[src/rtl/fifo_arb_pkg.sv]
// fifo_arb_pkg: shared types and helpers for the FIFO write arbiter.
//   arb_state_e : arbiter FSM states (IDLE, GRANT)
//   BEAT_CNT_W  : width of the optional per-requester beat counters
//   idx_w(n)    : index width for n requesters, never below 1 bit
package fifo_arb_pkg;

  typedef enum logic {
    IDLE  = 1'b0,
    GRANT = 1'b1
  } arb_state_e;

  localparam int BEAT_CNT_W = 16;

  function automatic int idx_w(input int n);
    return (n <= 2) ? 1 : $clog2(n);
  endfunction

endpackage

[src/rtl/rr_pick.sv]
// rr_pick: combinational round-robin winner search.
//   req_i    : request vector, one bit per requester
//   start_i  : index at which the circular scan begins
//   any_o    : at least one request is set
//   winner_o : first set index scanning start_i, start_i+1, ..., wrapping
module rr_pick
  import fifo_arb_pkg::*;
#(
  parameter  int N = 4,
  localparam int W = idx_w(N)
) (
  input  logic [N-1:0] req_i,
  input  logic [W-1:0] start_i,
  output logic         any_o,
  output logic [W-1:0] winner_o
);

  function automatic logic [W-1:0] wrap_add(input logic [W-1:0] s, input int k);
    int p;
    p = int'(s) + k;
    if (p >= N) p = p - N;
    return W'(p);
  endfunction

  // Scan from the far end back towards start so the last hit written is the
  // closest one to start_i in circular order.
  always_comb begin
    any_o    = 1'b0;
    winner_o = '0;
    for (int k = N - 1; k >= 0; k--) begin
      if (req_i[wrap_add(start_i, k)]) begin
        any_o    = 1'b1;
        winner_o = wrap_add(start_i, k);
      end
    end
  end

endmodule

[src/rtl/fifo_wr_arbiter.sv]
// fifo_wr_arbiter: round-robin arbiter sharing one FIFO write port among
// NUM_REQ requesters, granting bursts of up to MAX_BURST beats.
//
// Handshake: a requester word moves into the FIFO on a cycle where its
// req_valid and req_ready are both high (req_ready already includes
// fifo_wr_ready); the requester holds req_data stable while valid & ~ready.
//
// Ports:
//   clk, reset     : clock, synchronous active-high reset
//   req_valid      : per-requester valid
//   req_data       : requester i in bits [i*DATA_WIDTH +: DATA_WIDTH]
//   req_ready      : per-requester ready, only the granted one can be high
//   fifo_wr_en     : FIFO write enable (one per beat)
//   fifo_wr_data   : data slice of the granted requester
//   fifo_wr_ready  : FIFO not full
//   grant_idx      : current grant index
//   busy           : FSM is in GRANT (exposes arbiter state)
//   beat_cnt_bus   : only with FIFO_ARB_BEAT_CNT_EN, 16-bit saturating beat
//                    count per requester, requester i in bits [i*16 +: 16]
module fifo_wr_arbiter
  import fifo_arb_pkg::*;
#(
  parameter  int NUM_REQ    = 4,
  parameter  int DATA_WIDTH = 8,
  parameter  int MAX_BURST  = 4,
  localparam int IDX_W      = idx_w(NUM_REQ)
) (
  input  logic                          clk,
  input  logic                          reset,
  input  logic [NUM_REQ-1:0]            req_valid,
  input  logic [NUM_REQ*DATA_WIDTH-1:0] req_data,
  output logic [NUM_REQ-1:0]            req_ready,
  output logic                          fifo_wr_en,
  output logic [DATA_WIDTH-1:0]         fifo_wr_data,
  input  logic                          fifo_wr_ready,
  output logic [IDX_W-1:0]              grant_idx,
  output logic                          busy
`ifdef FIFO_ARB_BEAT_CNT_EN
  , output logic [NUM_REQ*BEAT_CNT_W-1:0] beat_cnt_bus
`endif
);

  localparam int CNT_W = $clog2(MAX_BURST + 1);

  arb_state_e       state_q;
  logic [IDX_W-1:0] rr_ptr_q;
  logic [IDX_W-1:0] grant_q;
  logic [CNT_W-1:0] beat_cnt_q;
  logic             busy_q;

  logic             beat;
  logic             last_beat;
  logic             rel;
  logic [IDX_W-1:0] next_idx;
  logic [IDX_W-1:0] pick_start;
  logic             pick_any;
  logic [IDX_W-1:0] pick_winner;

  // Reset is folded in so a reset landing mid-burst never writes.
  assign beat      = (state_q == GRANT) & ~reset & req_valid[grant_q] & fifo_wr_ready;
  assign last_beat = beat & (beat_cnt_q == CNT_W'(MAX_BURST - 1));
  assign rel       = (state_q == GRANT) & (last_beat | ~req_valid[grant_q]);
  assign next_idx  = (grant_q == IDX_W'(NUM_REQ - 1)) ? '0 : grant_q + 1'b1;

  // One picker serves both paths: IDLE starts at rr_ptr, a release starts
  // just past the releasing requester so it only wins again if alone.
  assign pick_start = (state_q == GRANT) ? next_idx : rr_ptr_q;

  rr_pick #(.N(NUM_REQ)) u_pick (
    .req_i    (req_valid),
    .start_i  (pick_start),
    .any_o    (pick_any),
    .winner_o (pick_winner)
  );

  always_ff @(posedge clk) begin
    if (reset) begin
      state_q    <= IDLE;
      rr_ptr_q   <= '0;
      grant_q    <= '0;
      beat_cnt_q <= '0;
      busy_q     <= 1'b0;
    end else begin
      case (state_q)
        IDLE: begin
          if (pick_any) begin
            grant_q    <= pick_winner;
            beat_cnt_q <= '0;
            state_q    <= GRANT;
            busy_q     <= 1'b1;
          end
        end
        GRANT: begin
          if (rel) begin
            rr_ptr_q   <= next_idx;
            beat_cnt_q <= '0;
            if (pick_any) begin
              grant_q <= pick_winner;
            end else begin
              state_q <= IDLE;
              busy_q  <= 1'b0;
            end
          end else if (beat) begin
            beat_cnt_q <= beat_cnt_q + 1'b1;
          end
        end
        default: begin
          state_q <= IDLE;
          busy_q  <= 1'b0;
        end
      endcase
    end
  end

  always_comb begin
    req_ready = '0;
    if ((state_q == GRANT) && !reset) req_ready[grant_q] = fifo_wr_ready;
  end

  assign fifo_wr_en   = beat;
  assign fifo_wr_data = req_data[int'(grant_q)*DATA_WIDTH +: DATA_WIDTH];
  assign grant_idx    = grant_q;
  assign busy         = busy_q;

`ifdef FIFO_ARB_BEAT_CNT_EN
  logic [NUM_REQ-1:0][BEAT_CNT_W-1:0] ev_cnt_q;

  // Saturate rather than wrap so a long-running source never reads as idle.
  always_ff @(posedge clk) begin
    if (reset) begin
      ev_cnt_q <= '0;
    end else if (beat && (ev_cnt_q[grant_q] != {BEAT_CNT_W{1'b1}})) begin
      ev_cnt_q[grant_q] <= ev_cnt_q[grant_q] + 1'b1;
    end
  end

  assign beat_cnt_bus = ev_cnt_q;
`endif

endmodule

[config.mk]
export PLATFORM = sky130hd
export DESIGN_NAME = fifo_wr_arbiter
export DESIGN_NICKNAME = d
export VERILOG_FILES = /design/src/rtl/fifo_arb_pkg.sv /design/src/rtl/rr_pick.sv /design/src/rtl/fifo_wr_arbiter.sv
export SDC_FILE = /design/constraint.sdc
export NUM_CORES = 1
export LEC_CHECK = 0
export ABC_AREA = 1
export CORE_MARGIN = 5
export CORE_UTILIZATION = 41
export DETAILED_ROUTE_END_ITERATION = 8
export PLACE_DENSITY = 0.81
export SLEW_MARGIN = 30
export SYNTH_ARGS = -nofsm -noshare
export SYNTH_HDL_FRONTEND = slang
export SYNTH_HIERARCHICAL = 1
export SYNTH_SLANG_ARGS = --single-unit
[constraint.sdc]
create_clock -name clk -period 2.45 [get_ports clk]
set_clock_uncertainty 0.1 [all_clocks]
set_input_delay 0.735 -clock clk [delete_from_list [all_inputs] [get_ports clk]]
set_output_delay 0.735 -clock clk [all_outputs]
set_load 0.02 [all_outputs]
==> metrics.txt <==
run status=finished, final reports clean; Finish-stage setup viols=0; gr ovfl total=0; Mapped Nets=between 200 and 250; gr usage total=0.180; FF-to-FF setup slack=about 0.22 ns; HPWL after DPL=approximately 3000 µm; Initial Util=0.417; worst min-delay path class=flip-flop to flip-flop; Pwr Density=just over 900 nW/µm²; row cnt=19; relative slew slack=0.811; number of global-route vias before repair=around 1300; Setup TNS=0 ns; Fmax achieved=between 0.4 and 0.5 GHz; first-pass GRT wire length=approximately 6000 µm; Synth cell types=25; WP data arrival=approximately 1.6 ns; # fillers=approximately 240; Slew @ Worst Pin=between 0.2 and 0.3 ns; vias=roughly 1400; Die Y=between 60 and 70 µm; launching point of the worst reg2reg path=grant_idx[0]$_SDFFE_PP0P_; H-Tree Depth=1; CTS buffer count=3; Synth Register Bits=9; Tot Pwr=roughly 0.0017 W; worst reg2reg path depth=15; leak pwr=just over 0.9 nW; ant diodes=0; WP data required=roughly 1.6 ns; crit share post-route=0.990; top-area cell type share of the netlist area=0.159; peak fanout along the critical path=1; crit path to=fifo_wr_data[7]; Final min period=~2.4 ns; Remaining DRCs=0; layout cells sized above 1=0.290; Die W=roughly 63 µm; initial antenna violation count=0; post-synthesis instance area=1130 µm²; clk sinks=9; core area=roughly 2700 µm²; cells after synthesis=between 150 and 200; largest net degree at the start of global routing=11; clk buf depth=2; WP depth=4; top cells by area, synth=dfxtp_1 (16%), nand2_1 (11%), nor2_1 (9.6%), o21ai_0 (8.0%), ha_1 (7.7%); wire length per cell=about 12 µm; Reg area=between 150 and 200 µm²; Max-Cap Viols=0; Hold Crit Depth=2; die area=between 3000 and 4000 µm²; Buf/Inv on CP=2; CTS Root Cell=clkbuf_4; Crit path max-delay family=buffers and inverters; Yosys top cell by area=dfxtp_1; worst-skew pair later-pin latency=around 0.27 ns; Final ANT Viol Nets=0; Crit Path Category=primary input to primary output; length of the first detailed-routing pass in iterations=4; sequential area share after synthesis=0.159; crit path cell chain=clkdlybuf4s50_1 > o21ai_0 > o22ai_1 > buf_2; Max Slew Vio Count=0; CP max stage cell=clkdlybuf4s50_1; Reg clk slew, reported paths=0.06 ns; Starting DRT DRC Count=slightly above 90; reg-to-reg endpoint=busy$_SDFFE_PP0P_; buffer count from post-CTS setup fixing=0; CTS tree=done; CP startpoint=req_data[23]; Nets=slightly above 300; routed wire length=approximately 3500 µm; worst vdd ir=approximately 0.7 mV; Critical Path Sink Type=primary output; Yosys warning count=6; I/O pin total=55; gpl congestion=about 0.85; number of I/O port buffers=54; crit-path max cell delay=between 0.4 and 0.5 ns; vias per cell=about 4.9; area grow syn2layout=65.2%; Fin. Hold Viols=0; Worst setup SP type=primary input; Avg Cell Area, Syn=approximately 6.2 µm²; Multi-input gate area=about 820 µm²
## what timing repair did
action | CTS | global route
pin swaps | 3 | 5
hold buffers | 0 | 0
gates resized for setup | 70 | 18
setup endpoints to repair | 13 | 12
## metrics by stage
stage               utilization  hold slack [ns]  cells  area, µm²  worst slack, ns
finish                    0.689            0.379    290       1870           0.0239
global route              0.689            0.406    290       1870          -0.0382
CTS                       0.675            0.356    290       1830          0.00552
detailed placement        0.684            0.347    286       1850           -0.599
global placement          0.684            0.333    286       1850           -0.610
floorplan                     -            0.325    182       1130            0.160
## state kept, by name, summed over array words and instances, names as in the netlist
register	count
rr_ptr_q	2
grant_idx	2
busy	1
state_q	1
beat_cnt_q	3
## logic make-up after synthesis
kind of cell	count (synthesis)	share of synthesized area
compound gates	40	0.191
fa+ha+maj	7	0.0774
buf+inv	33	0.143
flops	9	0.159
simple gates	93	0.429
## Yosys cell counts
cell type	count
nand2_1	33
nor2_1	29
inv_1	22
o21ai_0	18
nand2_2	11
nand3_1	10
a21oi_1	9
dfxtp_1	9
o22ai_1	8
ha_1	7
buf_2	3
inv_2	3
nand3_4	3
o21ai_1	3
buf_6	2
nand4_4	2
nor2_2	2
a21boi_1	1
and2_4	1
buf_4	1
bufinv_8	1
clkinv_2	1
nand2_4	1
nand4_1	1
o21ai_2	1
## layout by cell type, fill, tap and decap left out
| master | count |
|---|---|
| nand2_1 | 33 |
| buf_4 | 33 |
| clkdlybuf4s50_1 | 31 |
| nor2_1 | 27 |
| inv_1 | 22 |
| o21ai_0 | 11 |
| nand2_2 | 11 |
| nand3_1 | 10 |
| a21oi_1 | 8 |
| dfxtp_1 | 8 |
| dlygate4sd2_1 | 8 |
| o21ai_1 | 7 |
| o22ai_1 | 7 |
| ha_1 | 7 |
| o21ai_2 | 4 |
| buf_2 | 4 |
| inv_2 | 3 |
| nand3_4 | 3 |
| nor2_2 | 3 |
| clkbuf_4 | 3 |
| nand4_4 | 2 |
| dlymetal6s2s_1 | 2 |
| o22ai_2 | 1 |
| bufinv_8 | 1 |
| nor2_4 | 1 |
| a21oi_2 | 1 |
| nand2_4 | 1 |
| nand4_1 | 1 |
| clkbuf_1 | 1 |
| dfxtp_2 | 1 |
| buf_6 | 1 |
| and2_4 | 1 |
| clkinv_2 | 1 |
| a21boi_1 | 1 |
## where the power goes
group | total, W | internal [W] | switching (W)
combinational | 0.00140 | 0.000610 | 0.000787
sequential | 0.000224 | 0.000190 | 0.0000338
clock | 0.000118 | 0.0000630 | 0.0000546
total | 0.00174 | 0.000863 | 0.000875
## final cells by class
cell class | instances | share of cell area
clock buffer | 4 | 0.0141
inverter | 27 | 0.0623
multi-input combinational | 140 | 0.439
sequential | 9 | 0.0971
tap | 31 | 0.0208
timing repair buffer | 79 | 0.366
## worst reg2reg max path, stage by stage, from the launching register on
cell and delay [ns]:
dfxtp_2 0.35, ha_1 0.23, nor2_2 0.11, nand2_1 0.07, o21ai_2 0.08, buf_4 0.17, nand2_2 0.06, and2_4 0.16
a21oi_1 0.11, nand2_1 0.08, inv_1 0.08, ha_1 0.24, a21oi_1 0.15, nor2_1 0.05, nand2_1 0.07, inv_1 0.03
## worst min-delay path by stage
stage,startpoint,endpoint,slack (ns)
6_report,rr_ptr_q[1]$_SDFFE_PP0P_,rr_ptr_q[1]$_SDFFE_PP0P_,0.38
5_1_grt,rr_ptr_q[1]$_SDFFE_PP0P_,rr_ptr_q[1]$_SDFFE_PP0P_,0.41
4_1_cts,rr_ptr_q[1]$_SDFFE_PP0P_,rr_ptr_q[1]$_SDFFE_PP0P_,0.36
3_5_place_dp,rr_ptr_q[1]$_SDFFE_PP0P_,rr_ptr_q[1]$_SDFFE_PP0P_,0.35
3_3_place_gp,rr_ptr_q[1]$_SDFFE_PP0P_,rr_ptr_q[1]$_SDFFE_PP0P_,0.33
2_1_floorplan,rr_ptr_q[1]$_SDFFE_PP0P_,rr_ptr_q[1]$_SDFFE_PP0P_,0.32
## metal layers
layer  up-vias  GRT usage  part of all wire
li1        744          -                 -
met1       612      0.220              0.45
met2        48      0.320              0.48
met3         4     0.0360             0.066
met4         0     0.0398            0.0060
met5         -          0                 0
No activity file was read; power rests on OpenSTA's default activity.
